$ cat src/rtl/fft_bf_if.sv
// Scheduler-to-datapath bundle for the radix-2 DIT FFT butterfly scheduler.
// The master side is the control/datapath (start, stall, bf_valid). The slave side is the scheduler.
interface fft_bf_if #(
  parameter int unsigned N_LOG2 = 10
);
  localparam int unsigned STG_W = $clog2(N_LOG2);

  logic              start;
  logic              stall;
  logic              busy;
  logic              done;
  logic [STG_W-1:0]  stage;
  logic              rd_en;
  logic [N_LOG2-1:0] rd_addr;
  logic              rd_first;
  logic              tw_en;
  logic [N_LOG2-2:0] tw_addr;
  logic              bf_valid;
  logic              wr_en;
  logic [N_LOG2-1:0] wr_addr_a;
  logic [N_LOG2-1:0] wr_addr_b;
  logic              err;

  modport master (
    output start, stall, bf_valid,
    input  busy, done, stage, rd_en, rd_addr, rd_first, tw_en, tw_addr,
           wr_en, wr_addr_a, wr_addr_b, err
  );

  modport slave (
    input  start, stall, bf_valid,
    output busy, done, stage, rd_en, rd_addr, rd_first, tw_en, tw_addr,
           wr_en, wr_addr_a, wr_addr_b, err
  );
endinterface

$ cat src/rtl/fft_bf_scheduler.sv
// In-place radix-2 DIT FFT sequencer. It walks every stage and butterfly and
// issues an (a, b) read pair plus a twiddle index for each butterfly. An
// in-flight address FIFO supplies the write-back addresses.
// Each stage boundary is held until the FIFO drains, which avoids read-after-write hazards.
// Optional checker: define FFT_SCHED_ERRCHK_EN to get a sticky err flag.
module fft_bf_scheduler #(
  parameter int unsigned N_LOG2        = 10,
  parameter int unsigned AF_DEPTH_LOG2 = 3
) (
  input  logic    clk,
  input  logic    rst_n,
  fft_bf_if.slave bus
);

  localparam int unsigned STG_W = $clog2(N_LOG2);
  localparam int unsigned SW    = STG_W + 1;
  localparam int unsigned K_W   = N_LOG2 - 1;
  localparam int unsigned AF_D  = 1 << AF_DEPTH_LOG2;
  localparam int unsigned CNT_W = AF_DEPTH_LOG2 + 1;
  localparam logic [K_W-1:0]   K_LAST = '1;
  localparam logic [STG_W-1:0] S_LAST = STG_W'(N_LOG2 - 1);

  typedef enum logic [2:0] {IDLE, RD_A, RD_B, DRAIN, FIN} state_t;

  state_t              r_state;
  logic [STG_W-1:0]    r_stage;
  logic [K_W-1:0]      r_k;
  logic                r_busy;
  logic                r_done;
  logic                r_rd_en;
  logic                r_rd_first;
  logic [N_LOG2-1:0]   r_rd_addr;
  logic                r_tw_en;
  logic [K_W-1:0]      r_tw_addr;

  logic [N_LOG2-1:0]        r_fa [AF_D];
  logic [N_LOG2-1:0]        r_fb [AF_D];
  logic [AF_DEPTH_LOG2-1:0] r_wp;
  logic [AF_DEPTH_LOG2-1:0] r_rp;
  logic [CNT_W-1:0]         r_cnt;

  logic              w_push;
  logic              w_pop;
  logic              w_empty;
  logic              w_full;
  logic              w_drained;
  logic [SW-1:0]     w_s;
  logic [SW-1:0]     w_s1;
  logic [SW-1:0]     w_tsh;
  logic [N_LOG2-1:0] w_k;
  logic [N_LOG2-1:0] w_span;
  logic [N_LOG2-1:0] w_lo;
  logic [N_LOG2-1:0] w_a;
  logic [N_LOG2-1:0] w_b;
  logic [K_W-1:0]    w_tw;

  // Butterfly address and twiddle index for the current (stage, k).
  always_comb begin
    w_s    = SW'(r_stage);
    w_s1   = w_s + SW'(1);
    w_tsh  = SW'(N_LOG2 - 1) - w_s;
    w_k    = N_LOG2'(r_k);
    w_span = N_LOG2'(1) << w_s;
    w_lo   = w_k & (w_span - N_LOG2'(1));
    w_a    = ((w_k >> w_s) << w_s1) | w_lo;
    w_b    = w_a + w_span;
    w_tw   = K_W'(w_lo << w_tsh);
  end

  assign w_empty   = (r_cnt == '0);
  assign w_full    = (r_cnt == CNT_W'(AF_D));
  assign w_push    = (r_state == RD_B);
  assign w_pop     = bus.bf_valid && !w_empty;
  // The last outstanding result is being written back this cycle, so the stage may advance.
  assign w_drained = w_empty || ((r_cnt == CNT_W'(1)) && w_pop);

  // The write-back is combinational from the FIFO head. Addresses read 0 while nothing is in flight.
  assign bus.wr_en     = w_pop;
  assign bus.wr_addr_a = w_empty ? '0 : r_fa[r_rp];
  assign bus.wr_addr_b = w_empty ? '0 : r_fb[r_rp];

  // FIFO storage: the {a, b} pair is captured on the 'b' read.
  always_ff @(posedge clk) begin
    if (w_push) begin
      r_fa[r_wp] <= w_a;
      r_fb[r_wp] <= w_b;
    end
  end

  // FIFO pointers and occupancy.
  always_ff @(posedge clk) begin
    if (!rst_n) begin
      r_wp  <= '0;
      r_rp  <= '0;
      r_cnt <= '0;
    end else begin
      if (w_push) r_wp <= r_wp + AF_DEPTH_LOG2'(1);
      if (w_pop)  r_rp <= r_rp + AF_DEPTH_LOG2'(1);
      case ({w_push, w_pop})
        2'b10:   r_cnt <= r_cnt + CNT_W'(1);
        2'b01:   r_cnt <= r_cnt - CNT_W'(1);
        default: r_cnt <= r_cnt;
      endcase
    end
  end

  // Stage/butterfly sequencer with registered read, twiddle and status outputs.
  always_ff @(posedge clk) begin
    if (!rst_n) begin
      r_state    <= IDLE;
      r_stage    <= '0;
      r_k        <= '0;
      r_busy     <= 1'b0;
      r_done     <= 1'b0;
      r_rd_en    <= 1'b0;
      r_rd_first <= 1'b0;
      r_rd_addr  <= '0;
      r_tw_en    <= 1'b0;
      r_tw_addr  <= '0;
    end else begin
      r_rd_en    <= 1'b0;
      r_rd_first <= 1'b0;
      r_tw_en    <= 1'b0;
      r_done     <= 1'b0;
      case (r_state)
        IDLE: begin
          if (bus.start) begin
            r_state <= RD_A;
            r_busy  <= 1'b1;
            r_stage <= '0;
            r_k     <= '0;
          end
        end
        RD_A: begin
          if (!bus.stall && !w_full) begin
            r_rd_en    <= 1'b1;
            r_rd_first <= 1'b1;
            r_rd_addr  <= w_a;
            r_state    <= RD_B;
          end
        end
        RD_B: begin
          r_rd_en   <= 1'b1;
          r_rd_addr <= w_b;
          r_tw_en   <= 1'b1;
          r_tw_addr <= w_tw;
          if (r_k == K_LAST) begin
            r_state <= DRAIN;
          end else begin
            r_k     <= r_k + K_W'(1);
            r_state <= RD_A;
          end
        end
        DRAIN: begin
          if (w_drained) begin
            if (r_stage == S_LAST) begin
              r_done  <= 1'b1;
              r_busy  <= 1'b0;
              r_state <= FIN;
            end else begin
              r_stage <= r_stage + STG_W'(1);
              r_k     <= '0;
              r_state <= RD_A;
            end
          end
        end
        FIN:     r_state <= IDLE;
        default: r_state <= IDLE;
      endcase
    end
  end

  assign bus.busy     = r_busy;
  assign bus.done     = r_done;
  assign bus.stage    = r_stage;
  assign bus.rd_en    = r_rd_en;
  assign bus.rd_first = r_rd_first;
  assign bus.rd_addr  = r_rd_addr;
  assign bus.tw_en    = r_tw_en;
  assign bus.tw_addr  = r_tw_addr;

`ifdef FFT_SCHED_ERRCHK_EN
  logic r_err;

  // Sticky protocol error: orphan result, result while idle, or start while busy.
  always_ff @(posedge clk) begin
    if (!rst_n) begin
      r_err <= 1'b0;
    end else if ((bus.bf_valid && w_empty) ||
                 (bus.bf_valid && (r_state == IDLE)) ||
                 (bus.start && r_busy)) begin
      r_err <= 1'b1;
    end
  end

  assign bus.err = r_err;
`else
  assign bus.err = 1'b0;
`endif

endmodule
$ cat src/flat_wrapper.sv
// flat-port wrapper written by rule: the top's interface ports become plain ports
module fft_bf_scheduler_flat 
#(
  parameter int unsigned N_LOG2        = 10,
  parameter int unsigned AF_DEPTH_LOG2 = 3
)
  (clk, rst_n, bus_start, bus_stall, bus_bf_valid, bus_busy, bus_done, bus_stage, bus_rd_en, bus_rd_addr, bus_rd_first, bus_tw_en, bus_tw_addr, bus_wr_en, bus_wr_addr_a, bus_wr_addr_b, bus_err);
  fft_bf_if #(.N_LOG2(N_LOG2)) bus_i ();
  input  logic clk;
  input  logic rst_n;
  input wire logic [$bits(bus_i.start)-1:0] bus_start;
  input wire logic [$bits(bus_i.stall)-1:0] bus_stall;
  input wire logic [$bits(bus_i.bf_valid)-1:0] bus_bf_valid;
  output wire logic [$bits(bus_i.busy)-1:0] bus_busy;
  output wire logic [$bits(bus_i.done)-1:0] bus_done;
  output wire logic [$bits(bus_i.stage)-1:0] bus_stage;
  output wire logic [$bits(bus_i.rd_en)-1:0] bus_rd_en;
  output wire logic [$bits(bus_i.rd_addr)-1:0] bus_rd_addr;
  output wire logic [$bits(bus_i.rd_first)-1:0] bus_rd_first;
  output wire logic [$bits(bus_i.tw_en)-1:0] bus_tw_en;
  output wire logic [$bits(bus_i.tw_addr)-1:0] bus_tw_addr;
  output wire logic [$bits(bus_i.wr_en)-1:0] bus_wr_en;
  output wire logic [$bits(bus_i.wr_addr_a)-1:0] bus_wr_addr_a;
  output wire logic [$bits(bus_i.wr_addr_b)-1:0] bus_wr_addr_b;
  output wire logic [$bits(bus_i.err)-1:0] bus_err;
  assign bus_i.start = bus_start;
  assign bus_i.stall = bus_stall;
  assign bus_i.bf_valid = bus_bf_valid;
  assign bus_busy = bus_i.busy;
  assign bus_done = bus_i.done;
  assign bus_stage = bus_i.stage;
  assign bus_rd_en = bus_i.rd_en;
  assign bus_rd_addr = bus_i.rd_addr;
  assign bus_rd_first = bus_i.rd_first;
  assign bus_tw_en = bus_i.tw_en;
  assign bus_tw_addr = bus_i.tw_addr;
  assign bus_wr_en = bus_i.wr_en;
  assign bus_wr_addr_a = bus_i.wr_addr_a;
  assign bus_wr_addr_b = bus_i.wr_addr_b;
  assign bus_err = bus_i.err;
  fft_bf_scheduler #(.N_LOG2(N_LOG2), .AF_DEPTH_LOG2(AF_DEPTH_LOG2)) u_core (.clk(clk), .rst_n(rst_n), .bus(bus_i));
endmodule
$ cat config.mk
export PLATFORM = sky130hd
export DESIGN_NAME = fft_bf_scheduler_flat
export DESIGN_NICKNAME = d
export VERILOG_FILES = /design/src/rtl/fft_bf_if.sv /design/src/rtl/fft_bf_scheduler.sv /design/src/flat_wrapper.sv
export SDC_FILE = /design/constraint.sdc
export NUM_CORES = 1
export LEC_CHECK = 0
export CAP_MARGIN = 20
export CORE_MARGIN = 2
export CORE_UTILIZATION = 35
export DETAILED_ROUTE_END_ITERATION = 16
export GPL_ROUTABILITY_DRIVEN = 0
export SLEW_MARGIN = 10
export SYNTH_ARGS = -nofsm -noshare
export SYNTH_HDL_FRONTEND = slang
export SYNTH_SLANG_ARGS = --single-unit
$ cat constraint.sdc
create_clock -name clk -period 5.7 [get_ports clk]
set_input_delay 0.57 -clock clk [delete_from_list [all_inputs] [get_ports clk]]
set_output_delay 0.57 -clock clk [all_outputs]
set_load 0.01 [all_outputs]
# After elaboration in Yosys (flattened, before gate mapping)
# Memory sizes are Yosys's and may differ from the RTL's. A register that Yosys moved wholly into a read port is not among the register bits.
# Index checks and enable logic that the tools add are counted.
dict set report classes {
  addsub 10
  multipliers 0
  n_div 0
  order_cmp 0
  eq_ne 15
  shifts 4
  mux 33
  bitwise 2
  reduce_logical 20
}
# cell n
set op_table {}
lappend op_table {{9-bit two-way mux} 4}
lappend op_table {{10-bit two-way mux} 3}
lappend op_table {{9-bit case mux with 3 select lines} 1}
lappend op_table {{3-bit two-way mux} 8}
lappend op_table {{10-bit case mux with 2 select lines} 1}
lappend op_table {{4-bit case mux with 2 select lines} 2}
lappend op_table {{4-bit two-way mux} 3}
lappend op_table {{3-bit case mux with 4 select lines} 1}
lappend op_table {{10-bit adder} 1}
lappend op_table {{9-bit by 10-bit AND with 10-bit output} 1}
lappend op_table {{10-bit bitwise OR} 1}
lappend op_table {{1-bit by 4-bit left shift with 10-bit output, first input constant} 1}
lappend op_table {{10-bit by 5-bit left shift with 10-bit output} 1}
lappend op_table {{10-bit by 5-bit left shift with 9-bit output} 1}
lappend op_table {{9-bit by 4-bit >> shifter with 10-bit output} 1}
lappend op_table {{10-bit by 1-bit subtractor with 10-bit output, second input constant} 1}
lappend op_table {{9-bit by 1-bit adder with 9-bit output, second input constant} 1}
lappend op_table {{9-bit equality test, second input constant} 1}
lappend op_table {{4-bit by 1-bit adder with 4-bit output, second input constant} 2}
lappend op_table {{4-bit equality test, second input constant} 2}
lappend op_table {{4-bit AND reduction} 2}
lappend op_table {{1-bit two-way mux} 7}
lappend op_table {{3-bit by 1-bit adder with 3-bit output, second input constant} 2}
lappend op_table {{3-bit by 2-bit equality test with 1-bit output, second input constant} 2}
lappend op_table {{other kinds (21)} 34}
dict set report totals {
  ff_bits 50
  latchBits 0
  mem_bits_rw 160
  mem_bits_ro 0
  in_bits 5
  output_inout_bits 50
  word_cells 99
  mem_count 2
}
# name depth word_bits rd rd_clocked_by_memory_dff write_ports line_no
set memory_table {}
lappend memory_table {u_core.r_fa 8 10 1 1 1 fft_bf_scheduler.sv:36} ;# logic [N_LOG2-1:0] r_fa [AF_D];
lappend memory_table {u_core.r_fb 8 10 1 1 1 fft_bf_scheduler.sv:37} ;# logic [N_LOG2-1:0] r_fb [AF_D];

# Depth between registers and ports, before layout
dict set report depth {
  word_depth 7
  depth_mapped 20
  ltp_nobuf 16
}

# Worst setup path before layout
# No wires, ideal clock.
dict set report synth_timing {
  kind {register -> register}
  from {register u_core.r_stage[0], in the netlist u_core.bus.stage[0]}
  to {memory u_core.r_fb[0][9] (data pin)}
  setup_ns 0.223
  t_arrival_ns 4.150
  t_required_ns 5.477
  setup_slack_ns 1.327
  stages_incl_launch_ff 18
  n_path_buf 4
  synth_period_minus_slack_ns 4.373
  path_cell_list {dfxtp_1 -> buf_6 -> inv_1 -> buf_4 -> ha_1 -> buf_2 -> or3b_2 -> clkbuf_1 -> ha_1 -> xnor2_1 -> nand2b_1 -> nand2_1 -> ha_1 -> nand2_1 -> o32ai_1 -> nor4_1 -> nor4_2 -> xor2_1}
}
dict set report synth_between {
  elab_chain_cells 5
  word_cells_on_any_way 8
  classes_between {add/sub (3); shift (3); bitwise (2)}
}
# element line_no
set synth_lines {}
lappend synth_lines {{start, declared} fft_bf_scheduler.sv:26} ;# logic [STG_W-1:0] r_stage;
lappend synth_lines {{start signal, assigned} fft_bf_scheduler.sv:161} ;# r_stage <= r_stage + STG_W'(1);
lappend synth_lines {{1-bit by 4-bit left shift with 10-bit output} fft_bf_scheduler.sv:63} ;# w_span = N_LOG2'(1) << w_s;
lappend synth_lines {{10-bit by 1-bit subtractor with 10-bit output} fft_bf_scheduler.sv:64} ;# w_lo = w_k & (w_span - N_LOG2'(1));
lappend synth_lines {{9-bit by 10-bit AND with 10-bit output} fft_bf_scheduler.sv:64}
lappend synth_lines {{10-bit bitwise OR *} fft_bf_scheduler.sv:65} ;# w_a = ((w_k >> w_s) << w_s1) | w_lo;
lappend synth_lines {{named net u_core.w_a[2]} fft_bf_scheduler.sv:53} ;# logic [N_LOG2-1:0] w_a;
lappend synth_lines {{10-bit adder *} fft_bf_scheduler.sv:66} ;# w_b = w_a + w_span;
lappend synth_lines {{named net u_core.w_b[9]} fft_bf_scheduler.sv:54} ;# logic [N_LOG2-1:0] w_b;
lappend synth_lines {{end, declared} fft_bf_scheduler.sv:37}
# Mark *: on every way through the listed nets, which the timed path passes. The rest lies on a longest branch.

# Worst setup path in the final report
dict set report layout_timing {
  from {register u_core.r_stage[1], in the netlist u_core.bus.stage[1]}
  to {memory u_core.r_fb[2][9] (data pin)}
}
# The elaborated chain is that of the path after synthesis.

==> metrics.md <==
| Metric | Value |
|---|---|
| RSZ-0062 raised after global routing | no |
| Drt drc | 0 |
| Vias | 7056 |
| DP HPWL | 17100 µm |
| Slowest cell on the critical path | a2111oi_0 |
| Util after Layout | 41.1% |
| Synth area leaders | edfxtp_1 46%, dfxtp_1 10%, mux4_2 8.8% |
| Yosys reg bits | 213 |
| Part of the cycle the worst path needs | 82.7% |
| Die X | 177 µm |
| Final Hold Fails | 0 |
| DRT antenna net count | 0 |
| Initial antenna violation count | 0 |
| H-Tree Depth | 1 |
| Crit path buf inv count | 2 |
| Setup CP Type | flip-flop to flip-flop |
| Slew Limit Fails | 0 |
| Synth-to-layout area growth | 16.1% |
| Die area | 31300 µm² |
| Yosys cell types | 79 |
| Sequential-to-total area share from yosys stat | 56.0% |
| Tightest Pin Transition | 0.981 ns |
| Diode count | 0 |
| Req. time, crit path | 5.95 ns |
| Gr usage total | 16.8% |
| DRC marker count from the first detailed-route iteration | 733 |
| Max Fclk | 212 MHz |
| Syn Std Cell Area | 10500 µm² |
| CP arrival | 4.96 ns |
| Worst VDD drop | 0.234 mV |
| Final min period | 4.71 ns |
| Final setup vio count | 0 |
| Final cell count without fillers | 1277 |
| CTS tree | done |
| Dpl cell area | 11400 µm² |
| Final instance area | 12200 µm² |
| Yosys warns | 0 |
| Status | completed |
| Cts hold-fix bufs | 0 |
| Post-synth ARST share | 0% |
| Max Cap Violations | 0 |
| Multi-input gate area | 4280 µm² |
| Mapped Cells | 823 |
| Cell mode on critical path | ha_1 |
| Max Buffers Root-to-Sink | 3 |
| Vias in the first global route | 6754 |
| Leading register cell type out of synthesis | edfxtp_1 |
| Share of cells above drive strength 1 | 14.4% |
| Final total power | 0.00392 W |
| Max transition margin | 34.6% |
| Initial Util | 35.4% |
| Number of cell rows | 63 |
| Ports | 55 |
| Setup Buffers After CTS | 0 |
| P per Cell Area | 322 nW/µm² |
| Syn nets | 856 |
| TritonCTS Buffers | 23 |
| Mapped Avg Cell Area | 12.7 µm² |
| Worst-path fanout max | 44 |
| Routed wire length | 26200 µm |
| # port buffers | 53 |
| Critical-path cell list | buf_4 -> ha_1 -> ha_1 -> inv_1 -> a2111oi_0 -> or2_2 -> ha_1 -> a21oi_1 -> o32ai_1 -> o21a_1 -> nor4_2 -> xor2_1 |
| Layout fillers | 2774 |
| Crit path largest cell delay | 0.58 ns |
| Crit start category | flip-flop |
| WL per Instance | 20.5 µm |
| Min-delay worst type | flip-flop to flip-flop |
| Die Ht | 177 µm |
| Setup_tns | 0 ns |
| DRT Pass-1 Iters | 5 |
| Crit. End Element | flip-flop |
| Crit-path leading delay family | compound AO/OA/AOI/OAI gates |
| First-pass GRT wire length | 40200 µm |
| Overflow after GRT | 0 |
| Post-synth top area share | 45.9% |
| TritonCTS Sinks | 213 |
| Post-CTS sizing | 0 |
| Dpl cells | 1236 |
| Post-synth EDFFs | 160 |
| DR vias/cell | 5.53 |
| Skew-Pair Late Insertion Delay | 0.52 ns |
| CTS root buf | clkbuf_16 |
| Fin nets | 904 |
| Clock-pin slew on the worst setup and hold paths | 0.06 ns |
| Commonest non-fill, non-tap cell in the layout | edfxtp_1 |
| Most frequent cells in the layout | 160 x edfxtp_1, 69 x nor2_1, 53 x clkdlybuf4s50_1 |
| Largest net degree at the start of global routing | 45 |
| Cell taking the most area after synthesis | edfxtp_1 |
| Leak | 4.16 nW |
| Sequential standard cell area | 5870 µm² |
| Core area | 29600 µm² |
| Worst Skew | 0.00819 ns |
[worst min-delay path, cell delays in order, from the launching register on]
cell     delay, ns
dfxtp_1       0.31
nand3_1       0.07
o21ai_1       0.06
[synthesized netlist by cell type (6+ instances only)]
cell	number
o21ai_0	26
a21oi_1	32
a211oi_1	7
edfxtp_1	160
nand4_1	7
a31oi_1	10
inv_1	21
nor3_1	9
xor2_1	12
mux4_2	41
and3_1	8
mux2i_1	32
clkbuf_1	24
buf_2	19
ha_1	27
nand2_1	52
dfxtp_1	53
nor2b_1	18
nand3_1	16
nand2b_1	9
and2_1	11
or2_2	6
nor2_1	70
xnor2_1	11
[through the flow]
step           hold WS, ns  setup WS [ns]
2_1_floorplan        0.472           1.33
3_3_place_gp         0.466           1.23
3_5_place_dp         0.472           1.08
4_1_cts              0.494           1.04
5_1_grt              0.509          0.674
6_report             0.496          0.989
[final timing paths]
path / from / end / slack [ns] / cells after the start
worst max-delay path: u_core.bus.stage[1]$_SDFFE_PN0P_ / u_core.r_fb[2][9]$_DFFE_PP_ / 0.99 / 12
worst min-delay path: u_core.bus.tw_addr[6]$_SDFFE_PN0P_ / u_core.bus.tw_addr[6]$_SDFFE_PN0P_ / 0.50 / 2
worst max register to register: u_core.bus.stage[1]$_SDFFE_PN0P_ / u_core.r_fb[2][9]$_DFFE_PP_ / 0.99 / 12
worst min register to register: u_core.bus.tw_addr[6]$_SDFFE_PN0P_ / u_core.bus.tw_addr[6]$_SDFFE_PN0P_ / 0.50 / 2
[cell families (layout without fill, tap and decap cells)]
| logic type | count (synthesis) | count (layout) | share of synthesized area (%) |
|---|---|---|---|
| flip-flops | 213 | 213 | 56.0 |
| other | 1 | 1 | 0.0358 |
| AO/OA/AOI/OAI | 163 | 163 | 11.0 |
| adder cells (fa/ha/maj) | 28 | 28 | 3.42 |
| XOR/XNOR | 23 | 23 | 1.92 |
| buffers and inverters | 78 | 142 | 3.53 |
| AND/OR/NAND/NOR | 240 | 240 | 11.8 |
| multiplexers | 77 | 77 | 12.3 |
[report_power, final]
group	switching, W	total (W)	leakage, nW	internal [W]
Combinational	0.000341	0.000746	1.85	0.000405
Clock	0.000588	0.00142	0.354	0.000830
Sequential	0.0000742	0.00175	1.96	0.00168
Total	0.00100	0.00392	4.16	0.00291
[cell type report]
type                       count  share of cell area [%]
multi-input combinational    532                    35.2
clock buffer                  32                    5.26
inverter                      22                   0.679
timing repair buffer          79                    5.97
clock inverter                 9                   0.659
sequential                   213                    48.3
tap                          390                    4.01
[layer usage]
layer,GRT usage [%],up-vias,part of all wire [%],routed length [µm]
met1,23.3,3521,46,12000
met2,27.8,231,48,12500
li1,-,3264,-,-
met4,3.31,0,1.5,394
met5,0,-,0,0
met3,2.77,40,5.4,1410
[sequential cells by signal, summed over array words and instances, names as in the netlist, named ones only]
name                 count
u_core.r_rp              3
u_core.bus.rd_first      1
u_core.bus.tw_en         1
u_core.r_fa             80
u_core.bus.tw_addr       9
u_core.bus.rd_en         1
u_core.r_wp              3
u_core.bus.busy          1
u_core.r_state           3
u_core.r_fb             80
u_core.r_k               9
u_core.bus.rd_addr      10
u_core.bus.done          1
u_core.r_cnt             4
u_core.bus.stage         4
(Power assumes the default switching activity.)
